==> src/rtl/rotation_amount_finder.sv <==
// Iterative inverse of the barrel rotator: finds the smallest left rotation k of A that equals B,
// testing one candidate per clock, and reports it in the rotator's amount/direction encoding.
module rotation_amount_finder #(
  parameter int WIDTH   = 32,
  parameter int SHIFT_W = $clog2(WIDTH)
) (
  input  logic               clk,
  input  logic               rst_n,
  input  logic               in_valid,
  output logic               in_ready,
  input  logic [WIDTH-1:0]   A,
  input  logic [WIDTH-1:0]   B,
  output logic               out_valid,
  input  logic               out_ready,
  output logic               found,
  output logic [SHIFT_W-1:0] shift,
  output logic               L
);

  typedef enum logic [1:0] {IDLE, SEARCH, DONE} state_t;

  localparam logic [SHIFT_W-1:0] K_MAX = SHIFT_W'(WIDTH - 1);
  localparam logic [SHIFT_W-1:0] HALF  = SHIFT_W'(WIDTH / 2);

  state_t               r_state;
  state_t               w_next;
  logic [WIDTH-1:0]     r_work;
  logic [WIDTH-1:0]     r_target;
  logic [SHIFT_W-1:0]   r_k;
  logic                 r_found;
  logic [SHIFT_W-1:0]   r_shift;
  logic                 r_l;
  logic                 w_match;
  logic [SHIFT_W-1:0]   w_negK;

  assign w_match = (r_work == r_target);
  // WIDTH-k in SHIFT_W bits is simply the two's complement of k
  assign w_negK  = '0 - r_k;

  always_comb begin
    w_next = r_state;
    case (r_state)
      IDLE:    if (in_valid) w_next = SEARCH;
      SEARCH:  if (w_match || (r_k == K_MAX)) w_next = DONE;
      DONE:    if (out_ready) w_next = IDLE;
      default: w_next = IDLE;
    endcase
  end

  always_ff @(posedge clk) begin
    if (!rst_n) r_state <= IDLE;
    else        r_state <= w_next;
  end

  always_ff @(posedge clk) begin
    if (!rst_n) begin
      r_work   <= '0;
      r_target <= '0;
      r_k      <= '0;
      r_found  <= 1'b0;
      r_shift  <= '0;
      r_l      <= 1'b0;
    end else begin
      case (r_state)
        IDLE: begin
          if (in_valid) begin
            r_work   <= A;
            r_target <= B;
            r_k      <= '0;
          end
        end
        SEARCH: begin
          if (w_match) begin
            r_found <= 1'b1;
            if (r_k == '0) begin
              r_shift <= '0;
              r_l     <= 1'b0;
            end else if (r_k <= HALF) begin
              r_shift <= r_k;
              r_l     <= 1'b1;
            end else begin
              r_shift <= w_negK;
              r_l     <= 1'b0;
            end
          end else begin
            r_work <= {r_work[WIDTH-2:0], r_work[WIDTH-1]};
            r_k    <= r_k + 1'b1;
            if (r_k == K_MAX) begin
              r_found <= 1'b0;
              r_shift <= '0;
              r_l     <= 1'b0;
            end
          end
        end
        default: ;
      endcase
    end
  end

  assign in_ready  = (r_state == IDLE);
  assign out_valid = (r_state == DONE);
  assign found     = r_found;
  assign shift     = r_shift;
  assign L         = r_l;

endmodule

==> config.mk <==
export PLATFORM = sky130hd
export DESIGN_NAME = rotation_amount_finder
export DESIGN_NICKNAME = d
export VERILOG_FILES = /design/src/rtl/rotation_amount_finder.sv
export SDC_FILE = /design/constraint.sdc
export NUM_CORES = 1
export LEC_CHECK = 0
export CAP_MARGIN = 0
export CORE_MARGIN = 8
export CORE_UTILIZATION = 53
export DETAILED_ROUTE_END_ITERATION = 8
export MAX_ROUTING_LAYER = met4
export PLACE_DENSITY = 0.89
export SLEW_MARGIN = 20
export SYNTH_ARGS = -nofsm -noshare
export SYNTH_HDL_FRONTEND = slang
export SYNTH_SLANG_ARGS = --single-unit
export TNS_END_PERCENT = 5
==> constraint.sdc <==
create_clock -name clk -period 2.1 [get_ports clk]
set_clock_uncertainty 0.05 [all_clocks]
set_input_delay 0.315 -clock clk [delete_from_list [all_inputs] [get_ports clk]]
set_output_delay 0.315 -clock clk [all_outputs]
set_load 0.005 [all_outputs]
Yosys cells after proc, flatten, opt, wreduce, memory -nomap -nowiden. Cells that the tools add are included.

Register bits: 78. Input bits: 68. Output and inout bits: 9. Word-level logic and storage cells: 46.

Add/sub/neg operators: 2. Magnitude comparators: 1. Eq/ne operators: 8. Multiplexer cells: 19. Reduce and logical (&&, ||, !) cells: 9.

Operators by type and width (count): 32-bit two-way mux (2); 32-bit case mux with 2 select lines (1); 32-bit == test (1); 5-bit two-way mux (6); 5-bit case mux with 2 select lines (1); 2-bit two-way mux (3); 2-bit inequality test (second input constant) (3); 2-bit case mux with 3 select lines (1); 3-bit AND reduction (2); 5-bit by 1-bit adder with 5-bit output (second input constant) (1); 5-bit == test (second input constant) (1); 5-bit less-or-equal comparator (second input constant) (1); 5-bit logical NOT (1); 1-bit two-way mux (5); 1-bit by 5-bit subtractor with 5-bit output (first input constant) (1); 2-bit AND reduction (2); 2-bit nonzero test (2); 2-bit by 1-bit == test with 1-bit output (second input constant) (1); 2-bit == test (second input constant) (1); 2-bit logical NOT (1); 2-bit by 1-bit inequality test with 1-bit output (second input constant) (1); 1-bit logical OR (1).

Logic depth before layout (Yosys ltp).
Depth in word-level cells: 4. Gate-level depth with buffers: 8. Mapped depth without buffers: 8.

Least setup slack after synthesis. OpenSTA, ideal clock, no wires.

Kind: reg2reg. Start: register r_work[8]. End: register r_shift[1], in the netlist shift[1]. Setup time: 0.130 ns. Arrival time: 1.614 ns. Slack: 0.307 ns. Stages on the path, launching flop included: 7. Path buffers: 1. Period minus slack after synthesis: 1.793 ns. Cells stage by stage: dfxtp_1 > xnor2_1 > nand4_1 > or4_1 > clkbuf_1 > o2111ai_1 > o211ai_1.

Longest elaborated chain between the ends: 3. Elaborated cells between the ends (all ways): 4. Classes of those cells: eq/ne (1); mux (1); reduce/logical (2).

RTL lines: start: declaration (line 27) `logic [WIDTH-1:0] r_work;`; start signal: assignment (line 86) `r_work <= {r_work[WIDTH-2:0], r_work[WIDTH-1]};`; 32-bit == test * (line 36) `assign w_match = (r_work == r_target);`; 2-bit nonzero test (no source line); 2-bit AND reduction (no source line); end signal: assignment (line 79) `r_shift <= r_k;`; end signal: assignment (line 82) `r_shift <= w_negK;`; end: declaration (line 31) `logic [SHIFT_W-1:0] r_shift;`.

Every way passes the cells marked *; elsewhere a longest branch is shown, timed or not. A chain may end at the register's enable or synchronous reset.

Worst setup path in the final report.
Start: register r_target[12]. End: register r_l, in the netlist L.

Longest elaborated chain between the ends: 3. Elaborated cells between the ends (all ways): 4. Classes of those cells: eq/ne (1); mux (1); reduce/logical (2).

RTL lines: start: declaration (line 28) `logic [WIDTH-1:0] r_target;`; start signal: assignment (line 58) `r_target <= '0;`; start signal: assignment (line 68) `r_target <= B;`; 32-bit == test * (line 36); 2-bit nonzero test (no source line); 2-bit AND reduction (no source line); end signal: assignment (line 62) `r_l <= 1'b0;`; end signal: assignment (line 77) `r_l <= 1'b0;`; end signal: assignment (line 80) `r_l <= 1'b1;`; end: declaration (line 32) `logic r_l;`.

Marked as above.

==> results.yml <==
synth:
  synth_top_area_cell: "dfxtp_1"
  syn-instance-count: 568
  synth_warnings: 0
  synth_area_leaders: "dfxtp_1 (36%), nand2_1 (14%), a211oi_2 (8.3%)"
  synth.distinct_cells: 38
  synth_top_flop_cell: "dfxtp_1"
  synth_seq_cells: 78
  yosysSeqAreaShare: 0.3554
  avgSynthCellArea_um2: 7.736
  syn_area_mm2: 0.004394
  async_flop_share: 0
  synth_edf_count: 0
  synth_top_area_frac: 0.3554
  syn_nets: 642
cts:
  cts.path.max_buffers: 2
  clk_latency_ns: 0.36
  cts_tree: "built"
  cts_max_level: 3
  clkSinkCount: 78
  cts_buffers: 9
  path_clk_slew_ns: 0.08
  root_buffer: "clkbuf_8"
setup_path:
  end_kind: "flip-flop"
  crit_chain: "xnor2_1 > nand4_1 > or4_1 > buf_4 > nor4_2 > a311o_1"
  r2r_slack_ns: 0.07
  regToRegStartpoint: "r_target[12]"
  cp_max_fo: 9
  r2r_cells: 6
  max_stage_delay_ns: 0.54
  arrival_ns: 2.28
  slowest_stage: "or4_1"
  reg2reg_to: "L"
  startpoint_type: "flip-flop"
  critPathKind: "reg -> reg"
  crit_required_ns: 2.35
floorplan:
  core.rowCount: 33
  start_util: 0.5402
  ios: 77
  die_y_um: 107.1
  dieWidth_um: 107.1
  die_area_mm2: 0.01146
  core_area_mm2: 0.008134
power_and_ir_drop:
  p_leak_nw: 2.251
  ir_worst_vdd_mv: 0.3209
  total_power_mw: 3.698
  pwr_density_cell_mw_per_mm2: 662.4
detailed_routing:
  drc: 0
  avgViaCountPerCell: 5.696
  vias: 4232
  drt_iter0_markers: 286
  wl_mm: 12.00
  ant_nets: 0
  dr.pass1.iters: 6
  post_drt_wl_per_cell_um: 16.14
global_routing:
  first_global_vias: 4142
  use_met2: 0.3372
  busiest_layer: "met2"
  grt_max_degree: 76
  antenna_found_initial: 0
  grt_util_all_layers: 0.2152
  gr-usage-met3: 0.04079
  grtUsageMet1: 0.2668
  grt_pass1_wl_mm: 19.72
  grt-ovfl-total: 0
placement:
  place_inst: 725
  hpwl_mm: 8.415
  gp_congestion: 0.8888
  port_buffers: 76
worst_hold_path:
  hp-start: "rst_n"
  holdPathStages: 2
  hold_end: "found"
  hold_class: "in -> reg"
run_status:
  outcome: "finished, final reports clean"
sta:
  relSlewSlack: 0.6730
  fmax_mhz: 493.0
  setup_viol: 0
  fin_crit_sh: 0.9660
  tightest_slew_ns: 0.4895
  period_minus_slack_ns: 2.028
  holdWs_ns: 0.2945
  fin_setup_tns_ns: 0
  finalMaxSlewViolations: 0
  timing_hold_violations_final: 0
cells_and_area:
  area_delta_synth_final_pct: 27.05
  layout.cells.non_filler: 743
  antenna_cells: 0
  nets: 707
  final_layout_size_suffix_gt1_frac: 0.1301
job:
  maxCapViolations: 0
[layout make-up]
cell class	instances	area, um2
Tap cell	105	131.4
Sequential cell	78	1565
Clock buffer	13	178.9
Timing Repair Buffer	98	970.9
Multi-Input combinational cell	439	2670
Fill cell	621	2551
Clock inverter	3	40.04
Inverter	7	26.28
[synthesized netlist by cell type, types with 2 or more instances]
| master | n |
|---|---|
| nor2b_1 | 6 |
| or4_1 | 2 |
| a311o_1 | 2 |
| a211oi_1 | 3 |
| clkbuf_1 | 36 |
| inv_1 | 7 |
| ha_1 | 6 |
| o211ai_1 | 4 |
| clkbuf_2 | 2 |
| nand3_1 | 43 |
| a211oi_2 | 29 |
| xnor2_1 | 33 |
| dfxtp_1 | 78 |
| nand4_1 | 11 |
| nand3b_1 | 2 |
| and3_1 | 35 |
| nor4_1 | 2 |
| nand2_1 | 165 |
| mux2i_1 | 6 |
| buf_1 | 2 |
| o2111ai_1 | 3 |
| a21oi_1 | 3 |
| buf_2 | 3 |
| nor3b_1 | 2 |
| nor2_1 | 36 |
| nor4_4 | 2 |
| a21boi_0 | 34 |
[per-stage QoR]
step | util | area [um2] | setup slack (ns)
global placement | 0.6528 | 5310 | 0.1278
finish | 0.6864 | 5583 | 0.07150
global route | 0.6864 | 5583 | -0.03469
detailed placement | 0.6528 | 5310 | 0.07641
CTS | 0.6797 | 5529 | 0.08321
floorplan | - | 4394 | 0.3067
[flip-flops by register name (all words and copies together) (netlist names)]
name,cells
r_state,2
r_target,32
shift,5
L,1
r_k,5
found,1
r_work,32
[where the power goes]
part | internal [mW] | total (mW) | switching (mW)
sequential | 1.58 | 1.68 | 0.100
combinational | 0.377 | 0.792 | 0.415
clock | 0.676 | 1.22 | 0.547
[worst max-delay path by stage]
stage | cells past startpoint | from | slack [ns] | end
2_1_floorplan | 6 | r_work[8] | 0.31 | shift[1]
3_3_place_gp | 6 | r_target[23] | 0.13 | L
3_5_place_dp | 7 | in_valid | 0.08 | r_work[10]
4_1_cts | 6 | r_work[14] | 0.08 | shift[4]
5_1_grt | 6 | r_work[4] | -0.03 | r_work[27]
6_report | 6 | r_target[12] | 0.07 | L
[worst max-delay path, delay by kind of cell, from the launching register on]
| family | cells | cell delay (ns) |
|---|---|---|
| compound gates | 1 | 0.15 |
| xor+xnor | 1 | 0.28 |
| buf+inv | 1 | 0.19 |
| flops | 1 | 0.34 |
| simple gates | 3 | 0.96 |
[repair_timing]
action                                  CTS  global route
endpoints found under the setup margin    0            14
gates resized for setup                   0             8
setup buffers                             0             2
endpoints found under the hold margin     0             0
hold buffers                              0             0
[logic make-up (layout without fill, tap and decap cells)]
kind of cell / count (synthesis) / after routing / synth area share
AOI/OAI and AO/OA: 83 / 83 / 0.1760
DFF: 78 / 78 / 0.3554
adders and majority gates: 6 / 6 / 0.01708
muxes: 6 / 6 / 0.01367
and+or+nand+nor: 310 / 310 / 0.3235
xor gates and xnor gates: 34 / 34 / 0.06777
buffers and inverters: 51 / 121 / 0.04670
[placed cells by master (no fill, tap or decap), drive strengths merged]
cell type / synthesis / routed
dfxtp: 78 / 78
nand3: 43 / 43
nor2b: 6 / 6
o221ai: 1 / 1
a21boi: 34 / 34
and3: 35 / 35
a211oi: 32 / 32
buf: 6 / 23
nor3: 1 / 1
clkinv: 0 / 2
o21ai: 1 / 1
a311o: 2 / 2
ha: 6 / 6
nor4: 4 / 4
nand2b: 1 / 1
o21a: 1 / 1
or4: 2 / 2
inv: 7 / 7
nand3b: 2 / 2
nor3b: 2 / 2
mux2i: 6 / 6
xor2: 1 / 1
o2111ai: 3 / 3
o31ai: 1 / 1
clkbuf: 38 / 13
a21oi: 3 / 3
bufinv: 0 / 1
xnor2: 33 / 33
nand4: 11 / 11
nor2: 36 / 36
o211ai: 5 / 5
clkdlybuf4s50: 0 / 75
nand2: 166 / 166
or3b: 1 / 1
[metal layers]
metal / up-vias / routed length [um]
met5: - / 0
met4: 0 / 288
met3: 33 / 820
met2: 199 / 5524
met1: 1935 / 5362
li1: 2065 / -
Note: power is estimated with default switching activity, not from simulation.
